==> config.mk <==
export PLATFORM = sky130hd
export DESIGN_NAME = regfile_write_arbiter
export DESIGN_NICKNAME = d
export VERILOG_FILES = /design/src/rtl/regfile_write_arbiter.sv
export SDC_FILE = /design/constraint.sdc
export NUM_CORES = 1
export LEC_CHECK = 0
export CORE_MARGIN = 3
export CORE_UTILIZATION = 44
export CTS_BUF_LIST = sky130_fd_sc_hd__clkbuf_16
export CTS_CLUSTER_SIZE = 30
export DETAILED_ROUTE_END_ITERATION = 10
export GPL_ROUTABILITY_DRIVEN = 0
export PLACE_DENSITY = 0.82
export SYNTH_ARGS = -nofsm -noshare
export SYNTH_HDL_FRONTEND = slang
export SYNTH_SLANG_ARGS = --single-unit
==> constraint.sdc <==
create_clock -name clk -period 10.3 [get_ports clk]
set_input_delay 3.09 -clock clk [delete_from_list [all_inputs] [get_ports clk]]
set_output_delay 3.09 -clock clk [all_outputs]
set_load 0.01 [all_outputs]
==> src/rtl/regfile_write_arbiter.sv <==
// Round-robin arbiter sharing the register-file write port between NUM_REQ
// write-back sources, plus a per-register pending-write scoreboard for RAW checks.

module regfile_write_arbiter_sb_bit (
  input  logic clk,
  input  logic rst_n,
  input  logic set_i,
  input  logic clr_i,
  output logic busy_o
);
  logic busy_q, busy_d;

  // A same-cycle issue means a newer writer is in flight, so set beats clear.
  always_comb begin
    busy_d = busy_q;
    if (clr_i) busy_d = 1'b0;
    if (set_i) busy_d = 1'b1;
  end

  always_ff @(posedge clk or negedge rst_n) begin
    if (!rst_n) busy_q <= 1'b0;
    else        busy_q <= busy_d;
  end

  assign busy_o = busy_q;
endmodule

module regfile_write_arbiter #(
  parameter int NUM_REQ = 3,
  parameter int XLEN    = 32
) (
  input  logic                    clk,
  input  logic                    rst_n,
  input  logic [NUM_REQ-1:0]      reqValid,
  input  logic [5*NUM_REQ-1:0]    reqReg,
  input  logic [XLEN*NUM_REQ-1:0] reqData,
  output logic [NUM_REQ-1:0]      reqGrant,
  output logic                    writeEnable,
  output logic [4:0]              writeReg,
  output logic [XLEN-1:0]         writeData,
  input  logic                    issueValid,
  input  logic [4:0]              issueReg,
  input  logic [4:0]              rs1,
  input  logic [4:0]              rs2,
  output logic                    rs1Busy,
  output logic                    rs2Busy
);
  localparam int PW = $clog2(NUM_REQ);

  logic [PW-1:0]      rr_ptr_q, rr_ptr_d;
  logic [NUM_REQ-1:0] gnt;
  logic               any_gnt;
  logic [4:0]         sel_reg;
  logic [XLEN-1:0]    sel_data;
  logic               wen_q;
  logic [4:0]         wreg_q;
  logic [XLEN-1:0]    wdata_q;
  logic [31:0]        busy;

  // Winner is the valid requester at the smallest rotational distance from rrPtr.
  always_comb begin
    int best, best_dist, d;
    best      = 0;
    best_dist = NUM_REQ;
    for (int i = 0; i < NUM_REQ; i++) begin
      d = i - int'(rr_ptr_q);
      if (d < 0) d = d + NUM_REQ;
      if (reqValid[i] && d < best_dist) begin
        best_dist = d;
        best      = i;
      end
    end
    gnt = '0;
    for (int i = 0; i < NUM_REQ; i++)
      gnt[i] = rst_n && (best_dist < NUM_REQ) && (best == i);
    rr_ptr_d = rr_ptr_q;
    if (best_dist < NUM_REQ) rr_ptr_d = PW'((best + 1) % NUM_REQ);
  end

  assign any_gnt  = |gnt;
  assign reqGrant = gnt;

  always_comb begin
    sel_reg  = '0;
    sel_data = '0;
    for (int i = 0; i < NUM_REQ; i++) begin
      if (gnt[i]) begin
        sel_reg  = reqReg[5*i +: 5];
        sel_data = reqData[XLEN*i +: XLEN];
      end
    end
  end

  always_ff @(posedge clk or negedge rst_n) begin
    if (!rst_n) begin
      rr_ptr_q <= '0;
      wen_q    <= 1'b0;
      wreg_q   <= '0;
      wdata_q  <= '0;
    end else begin
      rr_ptr_q <= rr_ptr_d;
      wen_q    <= any_gnt && (sel_reg != 5'd0);
      if (any_gnt) begin
        wreg_q  <= sel_reg;
        wdata_q <= sel_data;
      end
    end
  end

  assign writeEnable = wen_q;
  assign writeReg    = wreg_q;
  assign writeData   = wdata_q;

  assign busy[0] = 1'b0;
  for (genvar r = 1; r < 32; r++) begin : g_sb
    regfile_write_arbiter_sb_bit u_sb (
      .clk    (clk),
      .rst_n  (rst_n),
      .set_i  (issueValid && (issueReg == 5'(r))),
      .clr_i  (any_gnt && (sel_reg == 5'(r))),
      .busy_o (busy[r])
    );
  end

  // No bypass: a clear granted this cycle is visible only after the edge.
  assign rs1Busy = busy[rs1];
  assign rs2Busy = busy[rs2];
endmodule
-- Word-level counts from Yosys, hierarchy flattened
Cells that the tools add are included.
- bits in read-only memories: 0
- bits in writable memories: 0
- bits in latches: 0
- flip-flop bits (word level): 71
- output and inout port bits: 43
- bits of input ports: 132
- memories kept: 0
- word-level logic and storage cells: 300
- equal/unequal tests: 64
- reductions and logical operators: 104
- divide/modulo/power cells: 1
- multiply operators: 0
- magnitude comparators: 9
- bitwise gates (word level): 0
- shift operators: 0
- add/sub/neg operators: 7
- muxes and demuxes: 80
- operator list (operator ; count):
    32-bit two-way mux ; 10
    5-bit == test, second input constant ; 32
    5-bit by 4-bit == test with 1-bit output, second input constant ; 16
    1-bit logical AND ; 70
    1-bit two-way mux ; 65
    32-bit by 3-bit less-than comparator with 1-bit output, second input constant ; 2
    32-bit less-than comparator ; 2
    2-bit nonzero test ; 31
    5-bit by 3-bit == test with 1-bit output, second input constant ; 8
    32-bit by 2-bit adder with 32-bit output, second input constant ; 1
    32-bit by 2-bit == test with 1-bit output, second input constant ; 1
    32-bit by 3-bit == test with 1-bit output, second input constant ; 1
    32-bit zero test ; 1
    32-bit by 3-bit modulo with 32-bit output, second input constant ; 1
    5-bit by 2-bit == test with 1-bit output, second input constant ; 4
    5-bit two-way mux ; 3
    3-bit by 3-bit adder with 4-bit output, second input constant ; 3
    5-bit by 6-bit less-than comparator with 1-bit output, second input constant ; 2
    1-bit binary-select mux with 5-bit select ; 2
    5-bit by 1-bit == test with 1-bit output, second input constant ; 2
    3-bit by 1-bit less-than comparator with 1-bit output, second input constant ; 3
    1-bit by 2-bit subtractor with 3-bit output, first input constant ; 2
    5-bit nonzero test ; 1
    3-bit OR reduction ; 1
    2-bit by 2-bit subtractor with 3-bit output, first input constant ; 1

-- Longest topological paths before layout
Gate-level depths: netlist of run 1.
- depth after elaboration: 22
- gate-level depth with buffers: 19
- gate-level depth less buffers: 17

-- By module
From an unflattened synthesis of run 1, not the netlist that was laid out.
- cells, all modules: 487
- area, all modules: 4450.5 um^2
- by module, submodules not included (module ; cells an instance ; sequential area each (um^2) ; instances ; area each (um^2)):
    regfile_write_arbiter ; 394 ; 1001.0 ; 1 ; 3325.7
    regfile_write_arbiter_sb_bit ; 3 ; 25.0 ; 31 ; 36.3

-- Worst setup path after synthesis of run 1
OpenSTA, ideal clock, no wires.
- path type: input -> output
- start point: in reqValid[0]
- end point: out reqGrant[2]
- data arrival time: 6.026 ns
- path buffers: 2
- setup slack: 1.184 ns
- data required time: 7.210 ns
- cell stages on the path: 14
- path through: nor2b_1 -> ha_1 -> nand2b_1 -> o221a_2 -> nor2_1 -> nand2_1 -> ha_1 -> or3b_4 -> a2111oi_4 -> o21ai_2 -> o21ai_1 -> and2_1 -> buf_4 -> clkbuf_1
- cells in the longest elaborated chain, start to end: 11
- elaborated cells on any way between the ends: 14
- those cells by class: order compare: 3; eq/ne: 1; mux: 5; reduce/logical: 5
- ends and longest elaborated chain (what ; line ; source):
    start, declared ; 34 ; input logic [NUM_REQ-1:0] reqValid,
    1-bit logical AND (*) ; 68 ; if (reqValid[i] && d < best_dist) begin
    32-bit two-way mux (*) ; 68 ;
    32-bit less-than comparator ; 68 ;
    1-bit logical AND ; 68 ;
    32-bit two-way mux ; 68 ;
    32-bit less-than comparator ; 68 ;
    1-bit logical AND ; 68 ;
    32-bit two-way mux ; 68 ;
    32-bit by 3-bit less-than comparator with 1-bit output ; 75 ; gnt[i] = rst_n && (best_dist < NUM_REQ) && (best == i);
    1-bit logical AND ; 75 ;
    1-bit logical AND (*) ; 75 ;
    end, declared ; 37 ; output logic [NUM_REQ-1:0] reqGrant,
Every way passes the cells marked *; elsewhere a longest branch is shown, timed or not.

-- Worst setup path in the final report of run 1
Ends and elaborated chain as after synthesis.

==> flow_metrics.env, run 1 <==
export IMPL_outcome="finished clean"
export IMPL_start_util_pct=46.3
export IMPL_slew_headroom_pct=41.0
export IMPL_worst_pin_slew_ns=0.885
export IMPL_cts_tree="built"
export IMPL_syn_num_nets=579
export IMPL_power_density_nw_per_um2=292
export IMPL_critPathLaunchType="primary input"
export IMPL_ctsHoldBuffers=0
export IMPL_yosys_area_top_type="dfrtp_1"
export IMPL_cts_buffer_depth=2
export IMPL_rows=35
export IMPL_synth_edf_count=0
export IMPL_r2r_setup_slack_ns=5.04
export IMPL_startpoint="reqValid[0]"
export IMPL_period_share_pct=96.9
export IMPL_met1Wirelength_um=5420
export IMPL_min_period_ns=9.98
export IMPL_worstPathArrival_ns=6.89
export IMPL_clock_sinks=71
export IMPL_drtIter0Drc=273
export IMPL_grt_overflow_total=0
export IMPL_finalSetupViolations=0
export IMPL_ys_warn_count=0
export IMPL_fillers=728
export IMPL_antenna_found_initial=0
export IMPL_wl_met3_um=1150
export IMPL_yosys_most_used_dff="dfrtp_1"
export IMPL_track_usage_pct=26.8
export IMPL_grt_pass1_wl_um=23500
export IMPL_synth_distinct_cells=52
export IMPL_io_buffers=174
export IMPL_syn_avg_cell_area_um2=10.0
export IMPL_p_leak_nw=2.54
export IMPL_vdd_drop_max_uv=128
export IMPL_routed_via_density=6.09
export IMPL_die_w_um=106
export IMPL_r2r_start="rr_ptr_q[1]"
export IMPL_max_freq_mhz=100
export IMPL_critPathKind="in2out"
export IMPL_crit_path_max_fanout=5
export IMPL_synthArstFlopShare_pct=100
export IMPL_antenna_cells=0
export IMPL_drv_cap=0
export IMPL_synthMostInstantiatedCell="dfrtp_1"
export IMPL_ys_seq_area_share_pct=40.8
export IMPL_core_um2=9420
export IMPL_synthesis_area_um2=4360
export IMPL_top_layer="met4"
export IMPL_hold_viol_final=0
export IMPL_clockRootBuffer="clkbuf_16"
export IMPL_maxSlewViolCount=0
export IMPL_endpoint_kind="primary output"
export IMPL_required_ns=7.21
export IMPL_cts_max_level=3
export IMPL_fin_tns_setup_ns=0
export IMPL_worst_skew_pair_late_latency_ns=0.33
export IMPL_placed_cells=713
export IMPL_grt_pass1_vias=4619
export IMPL_route_detailed_drc=0
export IMPL_clk_pin_slew_ns=0.06
export IMPL_rsz0062_at_grt="false"
export IMPL_pin_count=175
export IMPL_numCtsBuffers=9
export IMPL_antenna_left=0
export IMPL_finalWirelength_um=14600
export IMPL_grt_max_degree=49
export IMPL_syn_inst=436
export IMPL_area_growth_pct=49.2
export IMPL_post_dp_hpwl_um=11100
export IMPL_r2r_end="g_sb[3].u_sb.busy_o"
export IMPL_vias=4430
export IMPL_ys_top_cells_by_count="71 x dfrtp_1, 60 x nand2_1, 51 x o21ai_0"
export IMPL_wl_met2_um=7550
export IMPL_reg2reg_depth=17
export IMPL_synth_area_leaders="dfrtp_1 41%, mux4_2 9.3%, o21ai_0 5.9%"
export IMPL_drive_above_1_share_pct=9.18
export IMPL_die_y_um=106
export IMPL_wl_per_cell_um=20.1
export IMPL_dieArea_um2=11100
export IMPL_finalNonFillerCells=728
export IMPL_ys_ff_latch=71
export IMPL_nets=738
export IMPL_cp_endpoint="reqGrant[2]"
export IMPL_worstHoldPathType="reg2reg"
export IMPL_first_pass_iters=5
export IMPL_fin_worst_skew_ns=0.00364
export IMPL_synth_top_area_share_pct=40.8
==> state kept, by name (all words and copies together), names as in the netlist <==
register	count
g_sb.u_sb.busy_o	31
writeEnable	1
writeData	32
rr_ptr_q	2
writeReg	5
==> per-layer routing <==
layer / global-route usage [%] / vias up
met2: 46.4 / 248
met3: 5.51 / 41
met1: 31.8 / 2129
met5: 0 / -
li1: - / 2012
met4: 12.6 / 0
==> critical path, cell delays in order <==
cell	delay, ns
clkdlybuf4s50_1	0.53
nor2b_1	0.21
ha_1	0.28
o221ai_1	0.38
nand3_1	0.29
o21ai_0	0.25
ha_1	0.32
a2111oi_4	0.35
o21ai_2	0.15
o21ai_2	0.25
and2_1	0.19
clkdlybuf4s50_1	0.59
==> placed cells by master, fill, tap and decap left out, types with 2 or more instances in the layout <==
| master | count |
|---|---|
| a222oi_1 | 4 |
| clkbuf_16 | 9 |
| buf_4 | 7 |
| nand2_1 | 60 |
| nand3_1 | 7 |
| inv_1 | 8 |
| o21ai_0 | 51 |
| or2_2 | 2 |
| nand4_1 | 2 |
| ha_1 | 11 |
| a21oi_1 | 2 |
| a221oi_4 | 2 |
| o211ai_1 | 11 |
| dfrtp_1 | 71 |
| nand2b_1 | 3 |
| a211o_1 | 2 |
| a221o_1 | 3 |
| o31ai_1 | 7 |
| mux2_2 | 4 |
| o41ai_1 | 22 |
| nor4_1 | 3 |
| a21o_1 | 3 |
| o22ai_1 | 3 |
| o21ai_1 | 6 |
| nor2_1 | 30 |
| o21ai_2 | 2 |
| mux4_2 | 18 |
| o21a_1 | 2 |
| a32o_1 | 3 |
| nor2b_1 | 8 |
| a221oi_1 | 28 |
| and2_1 | 8 |
| clkdlybuf4s50_1 | 173 |
| bufinv_16 | 3 |
==> report_power, final <==
group          switching, mW  total, mW  internal (mW)
Combinational          0.554       1.03          0.480
Sequential            0.0958      0.509          0.413
Clock                  0.118      0.353          0.235
Total                  0.768       1.90           1.13
==> cell families after synthesis <==
kind of cell / count (synthesis) / synth area share, %
flops: 71 / 40.8
fa+ha+maj: 11 / 3.16
compound gates: 159 / 27.7
other cells: 1 / 0.0861
mux: 23 / 10.6
simple gates: 131 / 13.7
buf+inv: 40 / 4.02
==> final cells by class <==
class	count	area (um^2)	area share, %
Multi-Input combinational cell	325	2410	37.1
Inverter	8	30.0	0.462
Clock buffer	9	225	3.46
Tap cell	129	161	2.48
Sequential cell	71	1780	27.3
Timing Repair Buffer	180	1780	27.4
Clock inverter	6	110	1.69
==> metrics by stage <==
step	util (%)	total power, mW	cell area, um^2	setup WS [ns]	hold WS [ns]
2_1_floorplan	-	1.13	4360	1.18	0.481
3_3_place_gp	65.5	1.49	6160	0.504	0.461
3_5_place_dp	65.5	1.54	6160	0.330	0.463
4_1_cts	69.0	1.90	6500	0.290	0.477
5_1_grt	69.1	2.02	6500	0.0960	0.503
6_report	69.1	1.90	6500	0.322	0.477
==> worst min-delay path by stage <==
stage	start	to	cells after the start
2_1_floorplan	g_sb[14].u_sb.busy_o	g_sb[14].u_sb.busy_o	2
3_3_place_gp	writeData[8]	writeData[8]	2
3_5_place_dp	writeReg[2]	writeReg[2]	2
4_1_cts	writeReg[2]	writeReg[2]	2
5_1_grt	writeReg[2]	writeReg[2]	2
6_report	writeReg[2]	writeReg[2]	2
==> what timing repair did <==
item | 4_1_cts | 5_1_grt
buffers inserted | 0 | 0
gates resized for setup | 0 | 1
setup endpoints to repair | 0 | 1
endpoints found under the hold margin | 0 | 0
No activity file was read; power rests on OpenSTA's default activity.
==> inputs of run 2 (changes only) <==
CORE_MARGIN = unset   (was 3)
SLEW_MARGIN = 0   (was unset)
==> run 2 against run 1 <==
Against the previous run:
- hold slack better by 0.0014 ns
- flip-flop and latch count unchanged
- critical path depth up 2
- worst setup slack better by 0.16 ns
- sequential power about the same
- power down 4.5%
- sequential share of layout area up 0.38 points
- core utilization down 0.96 points
- largest power group unchanged
- clock-buffer cell count unchanged
- routed wire length down 1.2%
==> flow_metrics.env, run 2 (synthesis gave the netlist of run 1 again) <==
export IMPL_core_um2=9420
export IMPL_outcome="finished clean"
export IMPL_track_usage_pct=29.0
export IMPL_wl_per_cell_um=19.9
export IMPL_largest_register_ffs=32
export IMPL_cts_tree="built"
export IMPL_crit_path_top_delay_cell="clkdlybuf4s50_1"
export IMPL_antenna_left=0
export IMPL_worst_pin_slew_ns=0.862
export IMPL_critPathKind="in2out"
export IMPL_whs_ns=0.478
export IMPL_cts_buffer_depth=2
export IMPL_maxSlewViolCount=0
export IMPL_area_growth_pct=47.1
export IMPL_period_share_pct=95.3
export IMPL_critPathLaunchType="primary input"
export IMPL_p_leak_nw=2.51
export IMPL_max_freq_mhz=102
export IMPL_fin_tns_setup_ns=0
export IMPL_drive_above_1_share_pct=8.53
export IMPL_first_pass_iters=5
export IMPL_rows=35
export IMPL_fin_worst_skew_ns=0.00412
export IMPL_required_ns=7.21
export IMPL_crit_path_max_fanout=5
export IMPL_numCtsBuffers=9
export IMPL_hold_viol_final=0
export IMPL_finalSetupViolations=0
export IMPL_grt_overflow_total=0
export IMPL_pin_count=175
export IMPL_vdd_drop_max_uv=124
export IMPL_finalWirelength_um=14400
export IMPL_antenna_cells=0
export IMPL_clock_sinks=71
export IMPL_fin_area_um2=6410
export IMPL_finalPower_mw=1.81
export IMPL_clockRootBuffer="clkbuf_16"
export IMPL_routed_via_density=6.19
export IMPL_critical_path_buf_inv_count=3
export IMPL_slew_headroom_pct=42.5
export IMPL_worstPathArrival_ns=6.72
export IMPL_vias=4497
export IMPL_worstHoldPathType="reg2reg"
export IMPL_path_cells="clkdlybuf4s50_1 > nor2b_1 > ha_1 > o221a_2 > nor2_1 > nand2_1 > ha_1 > or3b_4 > a2111oi_4 > o21ai_2 > o21ai_1 > buf_4 > and2_1 > clkdlybuf4s50_1"
export IMPL_drv_cap=0
export IMPL_cp_top_family="buffers and inverters"
export IMPL_cts_max_level=3
export IMPL_clk_pin_slew_ns=0.05
export IMPL_io_buffers=174
export IMPL_drtIter0Drc=209
export IMPL_worst_skew_pair_late_latency_ns=0.33
export IMPL_endpoint_kind="primary output"
export IMPL_grt_pass1_wl_um=22700
export IMPL_dieArea_um2=10300
export IMPL_route_detailed_drc=0
export IMPL_antenna_found_initial=0
export IMPL_rsz0062_at_grt="false"
export IMPL_min_period_ns=9.81
export IMPL_die_y_um=102
export IMPL_cts_resized=0
export IMPL_power_density_nw_per_um2=282
export IMPL_dpl_cell_area_um2=6170
export IMPL_fillers=735
export IMPL_critPathMaxStageDelay_ns=0.58
export IMPL_grt_max_degree=45
export IMPL_die_w_um=102
export IMPL_ctsHoldBuffers=0
export IMPL_start_util_pct=46.3
export IMPL_post_dp_hpwl_um=10900
export IMPL_grt_pass1_vias=4558
export IMPL_final_common_cell="clkdlybuf4s50_1"
export IMPL_layout_common_cells="173 x clkdlybuf4s50_1, 71 x dfrtp_1, 60 x nand2_1"
export IMPL_postCtsSetupBuffers=0
export IMPL_nets=739
-- run 2: tightest hold or removal path, stage by stage (launching register included) --
cell and delay, ns:
dfrtp_1 0.34, nand2_1 0.05, o21ai_0 0.06
-- run 2: power breakdown --
part	switching [mW]	total [mW]	internal, mW
Combinational	0.556	1.04	0.483
Clock	0.106	0.261	0.156
Sequential	0.0968	0.511	0.414
Total	0.758	1.81	1.05
-- run 2: area by class of cell --
| cell class | count | area [um^2] | share of cell area (%) |
|---|---|---|---|
| clock buffers | 9 | 225 | 3.51 |
| clock inverters | 4 | 16.3 | 0.254 |
| inverters | 8 | 30.0 | 0.468 |
| multi-input cells | 325 | 2410 | 37.6 |
| flip-flops and latches | 71 | 1780 | 27.7 |
| well taps | 129 | 161 | 2.52 |
| repair buffers | 181 | 1790 | 27.9 |
-- run 2: worst paths after layout --
| check | from | endpoint | slack (ns) | cells past startpoint |
|---|---|---|---|---|
| worst max-delay path | reqValid[0] | reqGrant[2] | 0.49 | 14 |
| worst min-delay path | writeData[0] | writeData[0] | 0.48 | 2 |
| worst max register to register | rr_ptr_q[1] | g_sb[2].u_sb.busy_o | 5.12 | 18 |
| worst min register to register | writeData[0] | writeData[0] | 0.48 | 2 |
| max in group asynchronous | rst_n | g_sb[8].u_sb.busy_o | 6.70 | 2 |
| min in group asynchronous | rst_n | writeData[26] | 2.69 | 1 |
-- run 2: per-stage QoR --
stage	std cells	util, %	setup slack [ns]
floorplan	436	-	1.18
global placement	714	65.5	0.602
detailed placement	714	65.5	0.521
CTS	727	68.1	0.504
global route	727	68.1	0.275
finish	727	68.1	0.485
-- run 2: per-layer routing --
layer	vias up	part of all wire [%]	GRT usage (%)	wire, um
met5	-	0	0	0
met4	0	4.4	17.3	631
met3	48	8.2	5.73	1180
met2	240	50	49.0	7240
met1	2196	37	34.4	5390
li1	2013	-	-	-
==> inputs of run 3 (changes only) <==
CORE_MARGIN = 2   (was unset)
==> run 3 against run 2 <==
Against the previous run:
- register-to-register slack better by 0.03 ns
- die area rose by 4.0%
- first-iteration DRC count up 96%
- global-route usage is 2.3 points lower
- non-clock buffer count fell by 1
- hold slack got worse by 0.0035 ns
- clock power about the same
- critical path depth fell by 1
- fmax fell by 2.3%
- clock skew is 0.0014 ns lower
- worst setup slack lost 0.23 ns
- cell count increased by 0.83%
==> flow_metrics.env, run 3 (synthesis gave the netlist of run 1 again) <==
export IMPL_outcome="finished clean"
export IMPL_whs_ns=0.475
export IMPL_first_pass_iters=5
export IMPL_die_w_um=104
export IMPL_layout_common_cells="173 x clkdlybuf4s50_1, 71 x dfrtp_1, 60 x nand2_1"
export IMPL_route_detailed_drc=0
export IMPL_final_common_cell="clkdlybuf4s50_1"
export IMPL_netSwitchingFraction_pct=42.0
export IMPL_wl_met2_um=7550
export IMPL_finalSetupViolations=0
export IMPL_p_sw_mw=0.763
export IMPL_clk_pin_slew_ns=0.05
export IMPL_met1Wirelength_um=5440
export IMPL_wl_per_cell_um=19.7
export IMPL_final_core_util_pct=66.4
export IMPL_numCtsBuffers=9
export IMPL_top_layer="met4"
export IMPL_dieArea_um2=10700
export IMPL_fin_worst_skew_ns=0.00275
export IMPL_die_y_um=104
export IMPL_antenna_found_initial=0
export IMPL_p_int_mw=1.05
export IMPL_maxSlewViolCount=0
export IMPL_cts_max_level=3
export IMPL_grt_pass1_vias=4451
export IMPL_cts_resized=0
export IMPL_ctsHoldBuffers=0
export IMPL_cp_top_family="buffers and inverters"
export IMPL_core_um2=9680
export IMPL_required_ns=7.21
export IMPL_cts_buffer_depth=2
export IMPL_fin_ws_ns=0.257
export IMPL_drive_above_1_share_pct=8.67
export IMPL_track_usage_pct=26.8
export IMPL_wl_met3_um=1170
export IMPL_fin_area_um2=6430
export IMPL_max_freq_mhz=99.6
export IMPL_p_leak_nw=2.52
export IMPL_pin_count=175
export IMPL_placed_cells=717
export IMPL_drv_cap=0
export IMPL_vdd_drop_max_uv=171
export IMPL_pwr_share_comb_pct=57.4
export IMPL_path_cells="clkdlybuf4s50_1 > nor2b_1 > ha_1 > o221ai_1 > nand3_1 > nand2_1 > o21ai_0 > ha_1 > nand4_1 > o21ai_2 > o2111a_1 > and2_4 > clkdlybuf4s50_1"
export IMPL_post_dp_hpwl_um=10600
export IMPL_area_growth_pct=47.5
export IMPL_finalNonFillerCells=733
export IMPL_rows=36
export IMPL_clockRootBuffer="clkbuf_16"
export IMPL_worst_skew_pair_late_latency_ns=0.33
export IMPL_grt_overflow_total=0
export IMPL_cts_tree="built"
export IMPL_rsz0062_at_grt="false"
export IMPL_clkPwrFrac_pct=14.5
export IMPL_fillers=749
export IMPL_hold_viol_final=0
export IMPL_grt_pass1_wl_um=22900
export IMPL_worst_pin_slew_ns=0.968
export IMPL_clock_sinks=71
export IMPL_crit_path_top_delay_cell="clkdlybuf4s50_1"
export IMPL_io_buffers=174
export IMPL_power_density_nw_per_um2=283
export IMPL_critPathKind="in2out"
export IMPL_antenna_left=0
export IMPL_seqPwrFrac_pct=28.1
export IMPL_dpl_cell_area_um2=6170
export IMPL_min_period_ns=10.04
export IMPL_worstHoldPathType="reg2reg"
export IMPL_vias=4459
export IMPL_start_util_pct=45.0
export IMPL_routed_via_density=6.08
export IMPL_critical_path_buf_inv_count=2
export IMPL_largest_register_ffs=32
export IMPL_nets=740
export IMPL_period_share_pct=97.5
export IMPL_worstPathArrival_ns=6.95
export IMPL_fin_tns_setup_ns=0
export IMPL_endpoint_kind="primary output"
export IMPL_critPathMaxStageDelay_ns=0.60
export IMPL_crit_path_max_fanout=10
export IMPL_finalPower_mw=1.82
export IMPL_postCtsSetupBuffers=0
export IMPL_finalWirelength_um=14500
export IMPL_pre_cts_slack_ns=0.209
export IMPL_antenna_cells=0
export IMPL_grt_max_degree=47
export IMPL_slew_headroom_pct=35.0
export IMPL_drtIter0Drc=409
export IMPL_critPathLaunchType="primary input"
## run 3: final cells by class
cell class	count	area, um^2	share of cell area (%)
repair buffers	180	1780	27.8
multi-input cells	327	2430	37.7
well taps	133	166	2.59
clock buffers	9	225	3.50
flip-flops and latches	71	1780	27.6
clock inverters	5	20.0	0.311
inverters	8	30.0	0.467
## run 3: final timing paths
check	to	depth (start not counted)	slack, ns	from
worst min-delay path	writeData[9]	2	0.47	writeData[9]
max in group asynchronous	g_sb[29].u_sb.busy_o	2	6.73	rst_n
min in group asynchronous	g_sb[8].u_sb.busy_o	1	2.67	rst_n
worst max-delay path	reqGrant[0]	13	0.26	reqValid[0]
worst max register to register	g_sb[22].u_sb.busy_o	18	5.15	rr_ptr_q[1]
worst min register to register	writeData[9]	2	0.47	writeData[9]
## run 3: routing by layer
| layer | vias to the layer above | global-route usage [%] |
|---|---|---|
| li1 | 2019 | - |
| met1 | 2159 | 31.8 |
| met3 | 34 | 6.04 |
| met2 | 247 | 48.2 |
| met4 | 0 | 8.49 |
| met5 | - | 0 |
## run 3: tightest hold or removal path, cell delays in order, from the launching register on
cell and delay [ns]:
dfrtp_1 0.34, nand2_1 0.05, nand2_1 0.05
## run 3: power by group through the flow
stage	clock network [mW]	logic [mW]	registers, mW
4_1_cts	0.265	1.03	0.507
3_5_place_dp	0	1.03	0.510
6_report	0.264	1.04	0.510
3_3_place_gp	0	0.986	0.500
5_1_grt	0.279	1.13	0.524
2_1_floorplan	0	0.611	0.518
